<file path="src/rtl/rv32i_types.sv">
// rtl/rv32i_types.sv - shared RV32I word, opcode and fetch-entry types
package rv32i_types;

    typedef logic [31:0] rv32i_word;

    localparam logic [6:0] op_br   = 7'b1100011;
    localparam logic [6:0] op_jalr = 7'b1100111;

    typedef struct packed {
        rv32i_word instr;
        rv32i_word pc;
    } fetch_entry_t;

    // Conditional branches and jalr resolve late; jal targets are known at fetch.
    function automatic logic is_shadowing(input rv32i_word instr);
        return (instr[6:0] == op_br) || (instr[6:0] == op_jalr);
    endfunction

endpackage

</file>
<file path="src/rtl/fetch_buffer_shadow_tracker.sv">
// rtl/fetch_buffer_shadow_tracker.sv - saturating count of unresolved branches already issued to decode
module shadow_tracker #(
    parameter int SHADOW_W = 3
) (
    input  logic clk,
    input  logic rst,
    input  logic clr,
    input  logic inc,
    input  logic dec,
    output logic under_shadow,
    output logic at_max
);

    logic [SHADOW_W-1:0] cnt;

    assign at_max       = (cnt == {SHADOW_W{1'b1}});
    assign under_shadow = (cnt != '0);

    always_ff @(posedge clk) begin
        if (rst || clr) begin
            cnt <= '0;
        end else if (inc && !dec && !at_max) begin
            cnt <= cnt + 1'b1;
        end else if (dec && !inc && (cnt != '0)) begin
            cnt <= cnt - 1'b1;
        end
    end

endmodule

</file>
<file path="src/rtl/fetch_buffer.sv">
// rtl/fetch_buffer.sv - fetch-to-decode instruction queue with branch shadow tracking; FETCH_BUF_BYPASS_EN enables empty-buffer bypass
module fetch_buffer
    import rv32i_types::*;
#(
    parameter int DEPTH    = 8,
    parameter int SHADOW_W = 3
) (
    input  logic                     clk,
    input  logic                     rst,
    input  logic                     flush,
    input  logic                     enq_valid,
    output logic                     enq_ready,
    input  rv32i_word                enq_instr,
    input  rv32i_word                enq_pc,
    output logic                     deq_valid,
    input  logic                     deq_ready,
    output rv32i_word                deq_instr,
    output rv32i_word                deq_pc,
    output logic                     under_shadow,
    input  logic                     br_resolve,
    output logic [$clog2(DEPTH):0]   count
);

    localparam int AW = $clog2(DEPTH);

    fetch_entry_t mem [DEPTH];
    logic [AW:0]  rd_ptr;
    logic [AW:0]  wr_ptr;
    logic         empty;
    logic         full;
    logic         at_max;
    logic         do_deq;
    logic         do_push;
    logic         do_pop;
    logic         shadow_inc;
    fetch_entry_t head;
    fetch_entry_t deq_entry;

    assign empty     = (wr_ptr == rd_ptr);
    assign full      = (wr_ptr[AW-1:0] == rd_ptr[AW-1:0]) && (wr_ptr[AW] != rd_ptr[AW]);
    assign enq_ready = !full;
    assign count     = wr_ptr - rd_ptr;
    assign head      = mem[rd_ptr[AW-1:0]];
    assign deq_instr = deq_entry.instr;
    assign deq_pc    = deq_entry.pc;

    // A shadowing head is held back while the tracker is saturated so it never overflows.
    always_comb begin
        deq_entry = head;
        deq_valid = !empty && !(is_shadowing(head.instr) && at_max);
`ifdef FETCH_BUF_BYPASS_EN
        if (empty && enq_valid && deq_ready && !flush && !rst) begin
            deq_entry = '{instr: enq_instr, pc: enq_pc};
            deq_valid = !(is_shadowing(enq_instr) && at_max);
        end
`endif
        do_deq  = deq_valid && deq_ready;
        do_pop  = do_deq && !empty;
        do_push = enq_valid && enq_ready && !(do_deq && empty);
    end

    assign shadow_inc = do_deq && is_shadowing(deq_entry.instr);

    always_ff @(posedge clk) begin
        if (rst) begin
            rd_ptr <= '0;
            wr_ptr <= '0;
            for (int i = 0; i < DEPTH; i++) begin
                mem[i] <= '0;
            end
        end else if (flush) begin
            rd_ptr <= '0;
            wr_ptr <= '0;
        end else begin
            if (do_push) begin
                mem[wr_ptr[AW-1:0]] <= '{instr: enq_instr, pc: enq_pc};
                wr_ptr              <= wr_ptr + 1'b1;
            end
            if (do_pop) begin
                rd_ptr <= rd_ptr + 1'b1;
            end
        end
    end

    shadow_tracker #(
        .SHADOW_W (SHADOW_W)
    ) u_shadow_tracker (
        .clk          (clk),
        .rst          (rst),
        .clr          (flush),
        .inc          (shadow_inc),
        .dec          (br_resolve),
        .under_shadow (under_shadow),
        .at_max       (at_max)
    );

endmodule

</file>
<file path="config.mk">
export PLATFORM = sky130hd
export DESIGN_NAME = fetch_buffer
export DESIGN_NICKNAME = d
export VERILOG_FILES = /design/src/rtl/rv32i_types.sv /design/src/rtl/fetch_buffer_shadow_tracker.sv /design/src/rtl/fetch_buffer.sv
export SDC_FILE = /design/constraint.sdc
export NUM_CORES = 1
export LEC_CHECK = 0
export CAP_MARGIN = 20
export CORE_MARGIN = 3
export CORE_UTILIZATION = 50
export CTS_CLUSTER_DIAMETER = 200
export DETAILED_ROUTE_END_ITERATION = 7
export PLACE_DENSITY = 0.77
export SYNTH_ARGS = -nofsm -noshare
export SYNTH_HDL_FRONTEND = slang
export SYNTH_SLANG_ARGS = --single-unit
</file>
<file path="constraint.sdc">
create_clock -name clk -period 4.31 [get_ports clk]
set_input_delay 0.862 -clock clk [delete_from_list [all_inputs] [get_ports clk]]
set_output_delay 0.862 -clock clk [all_outputs]
set_load 0.03 [all_outputs]
</file>
== Yosys cells after proc, flatten, opt, wreduce, memory -nomap -nowiden ==
Memories as Yosys holds them, arrays and structs flattened. A register that Yosys moved wholly into a read port is not among the register bits.
Cells that the tools add are included.
Cells by class
  mux-type cells: 13
  equal/unequal tests: 6
  add/subtract/negate cells: 5
  reduce and logical (&&, ||, !) cells: 26
Operator list (number)
  64-bit two-way mux: 1
  64-bit OR reduction: 1
  3-bit two-way mux: 5
  7-bit == test, second input constant: 2
  1-bit logical AND: 13
  4-bit by 1-bit adder with 4-bit output, second input constant: 2
  1-bit zero test: 7
  1-bit two-way mux: 7
  4-bit == test: 1
  4-bit subtractor: 1
  3-bit by 1-bit adder with 3-bit output, second input constant: 1
  3-bit == test: 1
  3-bit == test, second input constant: 1
  3-bit nonzero test: 1
  3-bit by 1-bit subtractor with 3-bit output, second input constant: 1
  1-bit logical OR: 2
  2-bit nonzero test: 1
  2-bit OR reduction: 1
  1-bit != test: 1
Storage, ports and cells
  bits in writable memories: 512
  memories kept: 1
  register bits after elaboration: 11
  logic and storage cells: 54
  bits of input ports: 70
Memories
  mem: depth 8, width 64, read ports 1, clocked after Yosys merged registers in 1, wr ports 8, line fetch_buffer.sv:26  | fetch_entry_t mem [DEPTH];

== Logic depth before layout (Yosys ltp) ==
Gate-level depths: netlist of run 1.
  word-level depth: 15
  depth in mapped cells: 12
  mapped depth without buffers: 11

== Cells and area by module ==
A second synthesis of run 1 with hierarchy kept.
Unflattened totals
  cells, all modules: 1429
  area, all modules: 23572.6 um^2
Modules (own cells, without submodules)
  fetch_buffer: seq. area each 15595.0 um^2, times used 1, cells an instance 1397, area an instance 23299.8 um^2
  shadow_tracker: seq. area each 60.1 um^2, times used 1, cells an instance 32, area an instance 272.8 um^2

== Least setup slack after synthesis of run 1 ==
No wires, ideal clock.
  path type: register -> register
  start: register wr_ptr[0]
  end: memory mem[4][0] in the netlist's numbering (enable)
  period minus slack after synthesis: 3.563 ns
  data required time: 3.916 ns
  cell stages (with the launch flop): 12
  path slack: 0.747 ns
  library setup time: 0.394 ns
  arrival: 3.168 ns
  cells stage by stage: dfxtp_1 -> clkbuf_1 -> inv_1 -> ha_1 -> nand3_1 -> nand2b_1 -> and2_1 -> clkbuf_1 -> nand3_1 -> nor3_1 -> clkbuf_1 -> or2_2
RTL lines
  start, declared: line fetch_buffer.sv:28  | logic [AW:0] wr_ptr;
  start signal, assigned: line fetch_buffer.sv:77  | wr_ptr <= wr_ptr + 1'b1;
  end, declared: line fetch_buffer.sv:26

==> results of run 1 <==
## how the worst min path moves through the flow
stage / slack, ps / cells after the start / endpoint
6_report: 480 / 2 / rd_ptr[3]$_SDFFE_PP0P_
3_3_place_gp: 470 / 2 / rd_ptr[3]$_SDFFE_PP0P_
5_1_grt: 520 / 2 / rd_ptr[3]$_SDFFE_PP0P_
2_1_floorplan: 460 / 2 / rd_ptr[3]$_SDFFE_PP0P_
3_5_place_dp: 480 / 2 / rd_ptr[3]$_SDFFE_PP0P_
4_1_cts: 490 / 2 / rd_ptr[3]$_SDFFE_PP0P_
## critical path: stages, from the launching register on
cell             delay (ps)
dfxtp_4                 550
buf_12                  430
mux4_2                  610
mux2_2                  290
clkdlybuf4s50_1         600
## area by class of cell
type	count	share of cell area
well taps	600	0.0274
multi-input cells	794	0.273
inverters	7	0.000958
clock inverters	26	0.00808
repair buffers	174	0.0668
diodes	1	0.0000913
flip-flops and latches	526	0.571
clock buffers	70	0.0523
## synthesized netlist by cell type (all sizes together)
| cell | instances | share of area |
|---|---|---|
| nand2 | 13 | 0.0021 |
| edfxtp | 512 | 0.66 |
| mux2i | 5 | 0.0021 |
| a21oi | 3 | 0.00064 |
| nand4bb | 1 | 0.0012 |
| or2 | 9 | 0.0024 |
| or3 | 4 | 0.0011 |
| inv | 7 | 0.0011 |
| clkbuf | 73 | 0.012 |
| nand4 | 2 | 0.00053 |
| buf | 22 | 0.0042 |
| or4bb | 1 | 0.00048 |
| dfxtp | 14 | 0.012 |
| or4 | 1 | 0.00048 |
| and2 | 513 | 0.14 |
| nand3b | 1 | 0.00032 |
| xor2 | 4 | 0.0015 |
| nand2b | 1 | 0.00027 |
| mux2 | 64 | 0.031 |
| mux4 | 128 | 0.12 |
| and3 | 1 | 0.00027 |
| nor2 | 21 | 0.0034 |
| xnor2 | 3 | 0.0011 |
| fa | 2 | 0.0017 |
| o21ai | 3 | 0.00080 |
| nor3 | 2 | 0.00043 |
| nand3 | 4 | 0.00085 |
| o21ba | 1 | 0.00043 |
| a21o | 2 | 0.00064 |
| ha | 5 | 0.0027 |
## cells by family (layout without fill, tap and decap cells)
kind of cell | Yosys count | in the layout | synth area share
and+or+nand+nor | 574 | 574 | 0.151
DFF | 526 | 526 | 0.667
other | 0 | 1 | 0
muxes | 197 | 197 | 0.156
buffers and inverters | 102 | 277 | 0.0170
AOI/OAI and AO/OA | 9 | 9 | 0.00251
xor gates and xnor gates | 7 | 7 | 0.00261
adders and majority gates | 7 | 7 | 0.00437
## power by group
| part | leakage, nW | total, W | internal [W] | switching [W] |
|---|---|---|---|---|
| combinational | 3.52 | 0.000700 | 0.000306 | 0.000393 |
| clock | 0.798 | 0.00441 | 0.00256 | 0.00185 |
| sequential | 5.42 | 0.00583 | 0.00578 | 0.0000495 |
## routing by layer
metal  GRT usage  wire [um]
met5           0         27
met4      0.0515        977
met3      0.0354       2940
met2       0.368      26700
met1       0.273      20700
## stage by stage
stage | std cells | area [um^2] | hold slack, ps | setup WS (ps)
2_1_floorplan | 1422 | 23500 | 458 | 747
3_3_place_gp | 2101 | 25800 | 470 | 774
3_5_place_dp | 2101 | 25800 | 478 | 660
4_1_cts | 2197 | 27400 | 486 | 253
5_1_grt | 2198 | 27400 | 516 | 191
6_report | 2198 | 27400 | 485 | 352
## flip-flops by register name, summed over array words and instances (netlist names), named ones only
| register | flops |
|---|---|
| wr_ptr | 4 |
| mem | 512 |
| rd_ptr | 4 |
| u_shadow_tracker.cnt | 3 |
==> impl_metrics.env, run 1 <==
export IMPL_fillers=3393
export IMPL_place_port_buffers=140
export IMPL_place_congestion=0.814
export IMPL_drtAntennaViolNets=0
export IMPL_die_w_um=223
export IMPL_ys_ff_latch=526
export IMPL_vias=12400
export IMPL_root_buffer="clkbuf_16"
export IMPL_yosysUniqueCellTypes=34
export IMPL_cts_resized=0
export IMPL_cts_setup_buffers=0
export IMPL_dp_hpwl_um=28200
export IMPL_cts_clk_slew_worst_paths_ps=60
export IMPL_cap_violations=0
export IMPL_cp_max_fo=54
export IMPL_dr_pass1_iters=5
export IMPL_antenna_found_initial=3
export IMPL_drc_errors=0
export IMPL_grt_pass1_wl_um=79500
export IMPL_finClkSkew_ps=15.0
export IMPL_hold_buffers=0
export IMPL_fin_setup_tns_ps=0
export IMPL_multiInputGateArea_um2=7480
export IMPL_dieArea_um2=49600
export IMPL_avgSynthCellArea_um2=16.5
export IMPL_min_from="rd_ptr[3]$_SDFFE_PP0P_"
export IMPL_syn_nets=1499
export IMPL_wire_per_inst_um=23.4
export IMPL_final_cell_mix="and2_1 (513), edfxtp_1 (512), clkdlybuf4s50_1 (140), mux4_2 (128), mux2_2 (64)"
export IMPL_status="finished clean"
export IMPL_cp_end_kind="primary output"
export IMPL_cp_endpoint="deq_pc[11]"
export IMPL_grt_overflow=0
export IMPL_netlist_instances=1422
export IMPL_regToRegStartpoint="wr_ptr[0]$_SDFFE_PP0N_"
export IMPL_core_um2=45900
export IMPL_path_class="reg2out"
export IMPL_period_share=0.918
export IMPL_start_util=0.511
export IMPL_power_leakage_nw=9.74
export IMPL_syn_area_um2=23500
export IMPL_final_common_cell="and2_1"
export IMPL_required_ps=3450
export IMPL_worst_pin_slew_ps=854
export IMPL_powerDensity_nw_per_um2=399
export IMPL_tritoncts="built"
export IMPL_die_y_um=223
export IMPL_ir_drop_uv=314
export IMPL_r2r_slack_ps=1100
export IMPL_timing_final_crit_period_ps=3960
export IMPL_rsz0062_at_grt="false"
export IMPL_cts_sinks=526
export IMPL_r2r_cells=11
export IMPL_htreeDepth=2
export IMPL_critPathLaunchType="flip-flop"
export IMPL_hp_class="reg2reg"
export IMPL_area_delta_synth_final_pct=16.9
export IMPL_avgViaCountPerCell=5.66
export IMPL_yosysWarningCount=0
export IMPL_track_usage=0.209
export IMPL_fin_util=0.598
export IMPL_report_final_slew_viol_count=0
export IMPL_grt_max_degree=65
export IMPL_core_rowCount=78
export IMPL_routed_wl_um=51300
export IMPL_timing_rr_end="u_shadow_tracker.cnt[2]$_SDFFE_PP0P_"
export IMPL_cp_arrival_ps=3100
export IMPL_setup_viol=0
export IMPL_ff_latch_area_um2=15700
export IMPL_total_power_w=0.0109
export IMPL_relSlewSlack=0.431
export IMPL_cts_buffer_depth=3
export IMPL_grt_pass1_vias=13300
export IMPL_drive_gt1_frac=0.198
export IMPL_cts_buffers=53
export IMPL_pin_count=141
export IMPL_clkLatencyLatePin_ps=580
export IMPL_final_hold_viol_count=0
export IMPL_nets=1633
export IMPL_seq_area_frac_synth=0.667
export IMPL_drt_iter0_drc=918
export IMPL_fmax_mhz=253
No activity file was read; power rests on OpenSTA's default activity.
==> inputs of run 2 (changes only) <==
Settings changed: HOLD_SLACK_MARGIN set to 0.03.
==> results of run 2 <==
No change in the layout: final DEF, timing and power equal those of run 1.
